File: src/rtl/cv_ctrl_pkg.sv
// Shared constants and helpers for the ColecoVision controller front end:
// keypad codes, joystick-word bit positions and the quadrature phase type.
package cv_ctrl_pkg;

  localparam logic [3:0] cv_key_0_c     = 4'b0011;
  localparam logic [3:0] cv_key_1_c     = 4'b1110;
  localparam logic [3:0] cv_key_2_c     = 4'b1101;
  localparam logic [3:0] cv_key_3_c     = 4'b0110;
  localparam logic [3:0] cv_key_4_c     = 4'b0001;
  localparam logic [3:0] cv_key_5_c     = 4'b1001;
  localparam logic [3:0] cv_key_6_c     = 4'b0111;
  localparam logic [3:0] cv_key_7_c     = 4'b1100;
  localparam logic [3:0] cv_key_8_c     = 4'b1000;
  localparam logic [3:0] cv_key_9_c     = 4'b1011;
  localparam logic [3:0] cv_key_star_c  = 4'b1010;
  localparam logic [3:0] cv_key_hash_c  = 4'b0101;
  localparam logic [3:0] cv_key_pt_c    = 4'b0100;
  localparam logic [3:0] cv_key_bt_c    = 4'b0010;
  localparam logic [3:0] cv_key_none_c  = 4'b1111;

  localparam int unsigned JOY_RIGHT_C = 0;
  localparam int unsigned JOY_LEFT_C  = 1;
  localparam int unsigned JOY_DOWN_C  = 2;
  localparam int unsigned JOY_UP_C    = 3;
  localparam int unsigned JOY_BTN1_C  = 4;
  localparam int unsigned JOY_BTN2_C  = 5;
  localparam int unsigned JOY_STAR_C  = 6;
  localparam int unsigned JOY_HASH_C  = 7;
  localparam int unsigned JOY_DIG0_C  = 8;
  localparam int unsigned JOY_PT_C    = 18;
  localparam int unsigned JOY_BT_C    = 19;

  typedef enum logic [1:0] {
    QPH_11 = 2'b11,
    QPH_01 = 2'b01,
    QPH_00 = 2'b00,
    QPH_10 = 2'b10
  } quad_phase_t;

  function automatic quad_phase_t quad_next(input quad_phase_t ph);
    case (ph)
      QPH_11:  return QPH_01;
      QPH_01:  return QPH_00;
      QPH_00:  return QPH_10;
      default: return QPH_11;
    endcase
  endfunction

  function automatic quad_phase_t quad_prev(input quad_phase_t ph);
    case (ph)
      QPH_11:  return QPH_10;
      QPH_10:  return QPH_00;
      QPH_00:  return QPH_01;
      default: return QPH_11;
    endcase
  endfunction

  // Keypad priority encoder over joystick bits [19:6]; first match wins.
  function automatic logic [3:0] kp_encode(input logic [19:6] keys);
    logic [3:0] code;
    code = cv_key_none_c;
    if      (keys[JOY_DIG0_C + 0]) code = cv_key_0_c;
    else if (keys[JOY_DIG0_C + 1]) code = cv_key_1_c;
    else if (keys[JOY_DIG0_C + 2]) code = cv_key_2_c;
    else if (keys[JOY_DIG0_C + 3]) code = cv_key_3_c;
    else if (keys[JOY_DIG0_C + 4]) code = cv_key_4_c;
    else if (keys[JOY_DIG0_C + 5]) code = cv_key_5_c;
    else if (keys[JOY_DIG0_C + 6]) code = cv_key_6_c;
    else if (keys[JOY_DIG0_C + 7]) code = cv_key_7_c;
    else if (keys[JOY_DIG0_C + 8]) code = cv_key_8_c;
    else if (keys[JOY_DIG0_C + 9]) code = cv_key_9_c;
    else if (keys[JOY_STAR_C])     code = cv_key_star_c;
    else if (keys[JOY_HASH_C])     code = cv_key_hash_c;
    else if (keys[JOY_PT_C])       code = cv_key_pt_c;
    else if (keys[JOY_BT_C])       code = cv_key_bt_c;
    return code;
  endfunction

endpackage

File: src/rtl/cv_quad_gen.sv
// Per-player roller/spinner quadrature generator: spinner toggle detect,
// saturating step accumulator, step timer and A/B phase register.
module cv_quad_gen
  import cv_ctrl_pkg::*;
#(
  parameter logic [11:0] STEP_CE = 12'd256,
  parameter int          ACC_W   = 10
) (
  input  logic       clk_i,
  input  logic       reset_n_i,
  input  logic       ce_i,
  input  logic [8:0] spinner_i,
  output logic       quad_a_o,
  output logic       quad_b_o
);

  localparam int SUM_W = ACC_W + 2;
  localparam logic signed [SUM_W-1:0] ACC_MAX_C = SUM_W'((2 ** (ACC_W - 1)) - 1);
  localparam logic signed [SUM_W-1:0] ACC_MIN_C = -ACC_MAX_C;

  logic                    r_tog;
  logic signed [ACC_W-1:0] r_acc;
  logic [11:0]             r_timer;
  quad_phase_t             r_phase;

  logic                    w_evt;
  logic                    w_wrap;
  logic                    w_step;
  logic                    w_neg;
  logic signed [SUM_W-1:0] w_delta;
  logic signed [SUM_W-1:0] w_adj;
  logic signed [SUM_W-1:0] w_sum;
  logic signed [SUM_W-1:0] w_sat;

  assign w_evt   = spinner_i[8] ^ r_tog;
  assign w_wrap  = ce_i && (r_timer == STEP_CE - 12'd1);
  assign w_step  = w_wrap && (r_acc != '0);
  assign w_neg   = r_acc[ACC_W-1];
  assign w_delta = w_evt ? {{(SUM_W-8){spinner_i[7]}}, spinner_i[7:0]} : '0;
  // A step consumes one unit of the accumulator, moving it toward zero.
  assign w_adj   = !w_step ? '0 : (w_neg ? SUM_W'(1) : '1);
  assign w_sum   = {{2{r_acc[ACC_W-1]}}, r_acc} + w_delta + w_adj;

  always_comb begin
    w_sat = w_sum;
    if (w_sum > ACC_MAX_C)      w_sat = ACC_MAX_C;
    else if (w_sum < ACC_MIN_C) w_sat = ACC_MIN_C;
  end

  always_ff @(posedge clk_i) begin
    if (!reset_n_i) begin
      // Track the toggle during reset so release does not fake an event.
      r_tog   <= spinner_i[8];
      r_acc   <= '0;
      r_timer <= '0;
      r_phase <= QPH_11;
    end else begin
      r_tog <= spinner_i[8];
      r_acc <= w_sat[ACC_W-1:0];
      if (ce_i) r_timer <= w_wrap ? 12'd0 : r_timer + 12'd1;
      if (w_step) r_phase <= w_neg ? quad_prev(r_phase) : quad_next(r_phase);
    end
  end

  assign quad_a_o = r_phase[1];
  assign quad_b_o = r_phase[0];

endmodule

File: src/rtl/cv_ctrl_mux.sv
// N-player ColecoVision controller front end: keypad encode, hold stretch and
// p5/p8 port muxing. Define CV_ROLLER_EN to add the quadrature generators.
module cv_ctrl_mux
  import cv_ctrl_pkg::*;
#(
  parameter int          NUM_PLAYERS = 2,
  parameter logic [15:0] HOLD_CE     = 16'd4096,
  parameter logic [11:0] STEP_CE     = 12'd256,
  parameter int          ACC_W       = 10
) (
  input  logic                     clk_i,
  input  logic                     reset_n_i,
  input  logic                     ce_i,
  input  logic [NUM_PLAYERS*32-1:0] joy_i,
  input  logic [NUM_PLAYERS*9-1:0]  spinner_i,
  input  logic [NUM_PLAYERS-1:0]    ctrl_p5_i,
  input  logic [NUM_PLAYERS-1:0]    ctrl_p8_i,
  output logic [NUM_PLAYERS*4-1:0]  ctrl_p1_4_o,
  output logic [NUM_PLAYERS-1:0]    ctrl_p6_o,
  output logic [NUM_PLAYERS-1:0]    ctrl_p7_o,
  output logic [NUM_PLAYERS-1:0]    ctrl_p9_o
);

  for (genvar gi = 0; gi < NUM_PLAYERS; gi++) begin : g_player
    logic [31:0] w_joy;
    logic [3:0]  w_raw_code;
    logic [3:0]  w_kp;
    logic [3:0]  w_js;
    logic        w_fire;
    logic        w_unused_hi;
    logic [3:0]  r_held_code;
    logic [15:0] r_hold_cnt;
    logic [3:0]  r_port;
    logic        r_fire;

    assign w_joy       = joy_i[32*gi +: 32];
    assign w_unused_hi = ^w_joy[31:20];
    assign w_raw_code  = kp_encode(w_joy[19:6]);

    // New codes are only latched once the previous one has been held long
    // enough for the BIOS keypad scan to see it.
    always_ff @(posedge clk_i) begin
      if (!reset_n_i) begin
        r_held_code <= cv_key_none_c;
        r_hold_cnt  <= '0;
      end else if (r_hold_cnt == '0) begin
        if (w_raw_code == cv_key_none_c) begin
          r_held_code <= cv_key_none_c;
        end else if (w_raw_code != r_held_code) begin
          r_held_code <= w_raw_code;
          r_hold_cnt  <= HOLD_CE;
        end
      end else if (ce_i) begin
        r_hold_cnt <= r_hold_cnt - 16'd1;
      end
    end

    assign w_kp   = ctrl_p5_i[gi] ? cv_key_none_c : r_held_code;
    assign w_js   = ctrl_p8_i[gi] ? cv_key_none_c :
                    ~{w_joy[JOY_UP_C], w_joy[JOY_DOWN_C], w_joy[JOY_LEFT_C], w_joy[JOY_RIGHT_C]};
    assign w_fire = (ctrl_p5_i[gi] ? 1'b1 : ~w_joy[JOY_BTN2_C]) &
                    (ctrl_p8_i[gi] ? 1'b1 : ~w_joy[JOY_BTN1_C]);

    always_ff @(posedge clk_i) begin
      if (!reset_n_i) begin
        r_port <= cv_key_none_c;
        r_fire <= 1'b1;
      end else begin
        r_port <= w_kp & w_js;
        r_fire <= w_fire;
      end
    end

    assign ctrl_p1_4_o[4*gi +: 4] = r_port;
    assign ctrl_p6_o[gi]          = r_fire;

`ifdef CV_ROLLER_EN
    cv_quad_gen #(
      .STEP_CE (STEP_CE),
      .ACC_W   (ACC_W)
    ) u_quad (
      .clk_i     (clk_i),
      .reset_n_i (reset_n_i),
      .ce_i      (ce_i),
      .spinner_i (spinner_i[9*gi +: 9]),
      .quad_a_o  (ctrl_p7_o[gi]),
      .quad_b_o  (ctrl_p9_o[gi])
    );
`else
    assign ctrl_p7_o[gi] = 1'b1;
    assign ctrl_p9_o[gi] = 1'b1;
`endif
  end

`ifndef CV_ROLLER_EN
  localparam int unused_quad_cfg_c = int'(STEP_CE) + ACC_W;
  logic w_unused_spinner;
  assign w_unused_spinner = ^spinner_i;
`endif

endmodule

File: config.mk
export PLATFORM = sky130hd
export DESIGN_NAME = cv_ctrl_mux
export DESIGN_NICKNAME = d
export VERILOG_FILES = /design/src/rtl/cv_ctrl_pkg.sv /design/src/rtl/cv_quad_gen.sv /design/src/rtl/cv_ctrl_mux.sv
export SDC_FILE = /design/constraint.sdc
export NUM_CORES = 1
export LEC_CHECK = 0
export CAP_MARGIN = 5
export CORE_ASPECT_RATIO = 0.8
export CORE_MARGIN = 1
export CORE_UTILIZATION = 40
export DETAILED_ROUTE_END_ITERATION = 7
export HOLD_SLACK_MARGIN = 0.1
export PLACE_DENSITY = 0.74
export SLEW_MARGIN = 5
export SYNTH_ARGS = -nofsm -noshare
export SYNTH_HDL_FRONTEND = slang
export SYNTH_SLANG_ARGS = --single-unit
File: constraint.sdc
create_clock -name clk_i -period 2.4 [get_ports clk_i]
set_input_delay 0.48 -clock clk_i [delete_from_list [all_inputs] [get_ports clk_i]]
set_output_delay 0.48 -clock clk_i [all_outputs]
set_load 0.1 [all_outputs]
==> metrics.md <==
| Metric | Value |
|---|---|
| Internal power | `2710 uW` |
| Avg Cell Area, Syn | `7.85 um^2` |
| Worst R2R Start | `g_player[1].r_hold_cnt[6]$_SDFFE_PN0P_` |
| Hold depth | `2` |
| Worst path slowest cell | `clkdlybuf4s50_1` |
| Worst Path Arrival | `2.55 ns` |
| Worst setup path class | `in2reg` |
| Final period demand of the worst path | `2.38 ns` |
| Final HPWL DP | `6220 um` |
| Commonest non-fill, non-tap cell in the layout | `buf_4` |
| Power density cells | `1080 nW/um^2` |
| IO buf count | `56` |
| CTS tree | `done` |
| Ys Warns | `0` |
| Vias per std cell | `5.52` |
| Lkg Pwr | `0.00180 uW` |
| Switch share | `0.427` |
| Critical Path Sink | `g_player[1].r_hold_cnt[14]$_SDFFE_PN0P_` |
| Vias in the first global route | `2,959` |
| Post-route ant nets | `0` |
| Post-Syn Area | `3060 um^2` |
| NumNets Final | `582` |
| Crit path depth | `9` |
| Comb pwr share | `0.551` |
| Synth unique cells | `70` |
| Reg2reg path depth | `7` |
| Pin count of the biggest net entering global routing | `31` |
| Fraction of registers with async set/reset | `0` |
| Share of layout cells above drive strength 1 | `0.240` |
| Vias | `3,293` |
| Routed WL | `8430 um` |
| Ant diodes | `0` |
| Layout Skew | `0.0107 ns` |
| Worst-path maximum fanout | `6` |
| Post-DP Area | `4010 um^2` |
| Critical path's top delay family | `compound AO/OA/AOI/OAI gates` |
| Final setup violation count | `0` |
| Final setup TNS | `0 ns` |
| Reg-to-reg endpoint | `g_player[1].r_hold_cnt[14]$_SDFFE_PN0P_` |
| Drt first pass iters | `4` |
| Drt drc | `0` |
| RD Place Congestion | `0.852` |
| Slew Viols, Final | `0` |
| Req. time, crit path | `2.58 ns` |
| Seq/Total Area, Yosys | `0.327` |
| Drt wl/cell | `14.1 um` |
| Clk network pwr share | `0.153` |
| Clock transition at path regs | `0.10 ns` |
| Critical-path cell list | `clkdlybuf4s50_1 -> nor2_2 -> a311oi_2 -> buf_4 -> or4_1 -> a32oi_2 -> a21oi_4 -> o2111ai_2 -> o41ai_2` |
| R2R Setup Slk | `0.11 ns` |
| # fillers | `624` |
| CTS Buffer Depth | `2` |
| Critical path endpoint category | `flop` |
| Slew margin rel. | `0.671` |
| Worst path bufs/invs | `2` |
| RSZ-0062 raised after global routing | `false` |
| Psw | `2010 uW` |
| Starting Density | `0.414` |
| Skew-Pair Late Insertion Delay | `0.30 ns` |
| Initial antenna violation count | `0` |
| Max H-tree Level | `2` |
| Gr usage total | `0.209` |
| Critical Path Max Stage Delay | `0.44 ns` |
| Area growth, synth to finish | `43.0%` |
| IR drop worst, VDD | `0.464 mV` |
| Status | `finished, final reports clean` |
| Hold crit path type | `reg2reg` |
| DIE HEIGHT | `80.3 um` |
| Die Wd | `99.8 um` |
| Final period util | `0.990` |
| First-pass GRT wire length | `13,600 um` |
| Die area | `8010 um^2` |
| Synth Flop Type | `dfxtp_1` |
| Clk root buf | `clkbuf_8` |
| FP Rows | `28` |
| Seq pwr share | `0.296` |
| Clock Sinks | `50` |
| Slew @ Worst Pin | `0.489 ns` |
| Critical path launch point type | `input port` |
| CTS Hold Buffers Added | `0` |
| Hold Vio Cnt, Final | `0` |
| 1st-iter DRT viols | `143` |
| FMAX | `421 MHz` |
| EDFF count, synth | `0` |
| Final Cell Area | `4380 um^2` |
| Synth Instances | `390` |
| Critical Path Source | `joy_i[38]` |
| Number of max-cap violations | `0` |
| Util after Layout | `0.592` |
| Most frequent cells in the layout | `buf_4, dfxtp_1, nand2_1, nor2_1, clkdlybuf4s50_1` |
| Core footprint | `7390 um^2` |
| Cts bufs inserted | `5` |
| Synth Register Bits | `50` |
| I/O pin count | `103` |
| Overflow after GRT | `0` |
==> state kept, by name, indices dropped and copies added (netlist names) <==
signal and flops:
g_player.r_port 8, g_player.r_fire 2, g_player.r_held_code 8, g_player.r_hold_cnt 32
==> synthesized netlist by cell type (all sizes together), types with 2 or more instances <==
cell type	n	area, um^2
or3b	2	17.5
o2111ai	2	17.5
o31a	2	17.5
nand2	40	153
or3	5	31.3
ha	2	25.0
nor2	39	154
nor3b	3	27.5
nor4b	2	17.5
a211oi	3	22.5
xor2	5	43.8
a31oi	9	56.3
o31ai	7	52.6
mux2i	4	40.0
inv	24	90.1
nor4	13	87.6
a21oi	21	109
nor3	27	135
nand3	7	35.0
nand3b	3	22.5
dfxtp	50	1000
nand2b	9	56.3
o21ba	3	30.0
a311oi	4	53.8
o311a	4	40.0
a2111o	2	22.5
o22ai	11	68.8
o311ai	5	61.3
xnor2	6	52.6
o41ai	2	17.5
o21a	4	30.0
or2	2	12.5
buf	12	83.8
a32oi	2	17.5
or4	3	26.3
nor2b	8	50.1
nand4	3	18.8
a2111oi	2	17.5
clkbuf	7	26.3
o211ai	2	15.0
a21o	3	22.5
o21ai	11	55.1
==> stage by stage <==
step / total power, uW / std cells / worst slack [ns] / hold WS [ns]
2_1_floorplan: 3050 / 393 / 0.0334 / 0.436
3_3_place_gp: 3670 / 586 / -0.398 / 0.445
3_5_place_dp: 3770 / 586 / -0.502 / 0.455
4_1_cts: 4600 / 595 / 0.00124 / 0.470
5_1_grt: 5070 / 597 / 0.00670 / 0.522
6_report: 4720 / 597 / 0.0247 / 0.469
==> kinds of logic after synthesis <==
family | Yosys count | share of synthesized area
buffers and inverters | 44 | 0.0666
multiplexers | 4 | 0.0131
flip-flops | 50 | 0.327
XOR/XNOR | 11 | 0.0315
other | 1 | 0.00122
AO/OA/AOI/OAI | 108 | 0.266
AND/OR/NAND/NOR | 170 | 0.287
adder cells (fa/ha/maj) | 2 | 0.00817
==> worst min path at each step <==
stage	from	to	slack, ns
after floorplan	g_player[1].r_hold_cnt[5]$_SDFFE_PN0P_	g_player[1].r_hold_cnt[5]$_SDFFE_PN0P_	0.44
after global placement	g_player[1].r_hold_cnt[5]$_SDFFE_PN0P_	g_player[1].r_hold_cnt[5]$_SDFFE_PN0P_	0.44
after detailed placement	g_player[1].r_hold_cnt[5]$_SDFFE_PN0P_	g_player[1].r_hold_cnt[5]$_SDFFE_PN0P_	0.46
after CTS	g_player[1].r_hold_cnt[5]$_SDFFE_PN0P_	g_player[1].r_hold_cnt[5]$_SDFFE_PN0P_	0.47
after global routing	g_player[1].r_hold_cnt[5]$_SDFFE_PN0P_	g_player[1].r_hold_cnt[5]$_SDFFE_PN0P_	0.52
final	g_player[1].r_hold_cnt[5]$_SDFFE_PN0P_	g_player[1].r_hold_cnt[5]$_SDFFE_PN0P_	0.47
==> per-layer routing <==
| layer | vias to the layer above | wire length [um] | track usage | share of wire |
|---|---|---|---|---|
| met3 | 12 | 502 | 0.0348 | 0.060 |
| met5 | - | 0 | 0 | 0 |
| met1 | 1538 | 4060 | 0.289 | 0.48 |
| li1 | 1647 | - | - | - |
| met4 | 0 | 96 | 0.0500 | 0.011 |
| met2 | 96 | 3770 | 0.339 | 0.45 |
==> area by class of cell <==
type | instances | area, um^2 | area share
multi-input combinational | 299 | 2050 | 0.468
sequential | 50 | 1000 | 0.229
timing repair buffer | 110 | 961 | 0.219
tap | 105 | 131 | 0.0300
inverter | 25 | 93.8 | 0.0214
clock buffer | 6 | 82.6 | 0.0189
clock inverter | 2 | 60.1 | 0.0137
==> repair_timing <==
| item | CTS | global route |
|---|---|---|
| endpoints found under the setup margin | 13 | 21 |
| buffers inserted | 1 | 2 |
| gates resized for setup | 22 | 42 |
| pin swaps | 12 | 16 |
==> power by group through the flow <==
stage | logic (uW) | registers (uW) | clock network [uW]
final | 2600 | 1390 | 723
after global placement | 2300 | 1370 | 0
after CTS | 2490 | 1370 | 736
after detailed placement | 2390 | 1390 | 0
after global routing | 2870 | 1430 | 770
after floorplan | 1630 | 1410 | 0
==> tightest hold or removal path, cell delays in order, from the launching register on <==
cell and delay (ns):
dfxtp_1 0.32, nand2_1 0.05, a21oi_1 0.06
Power figures use the tool's default switching activity.
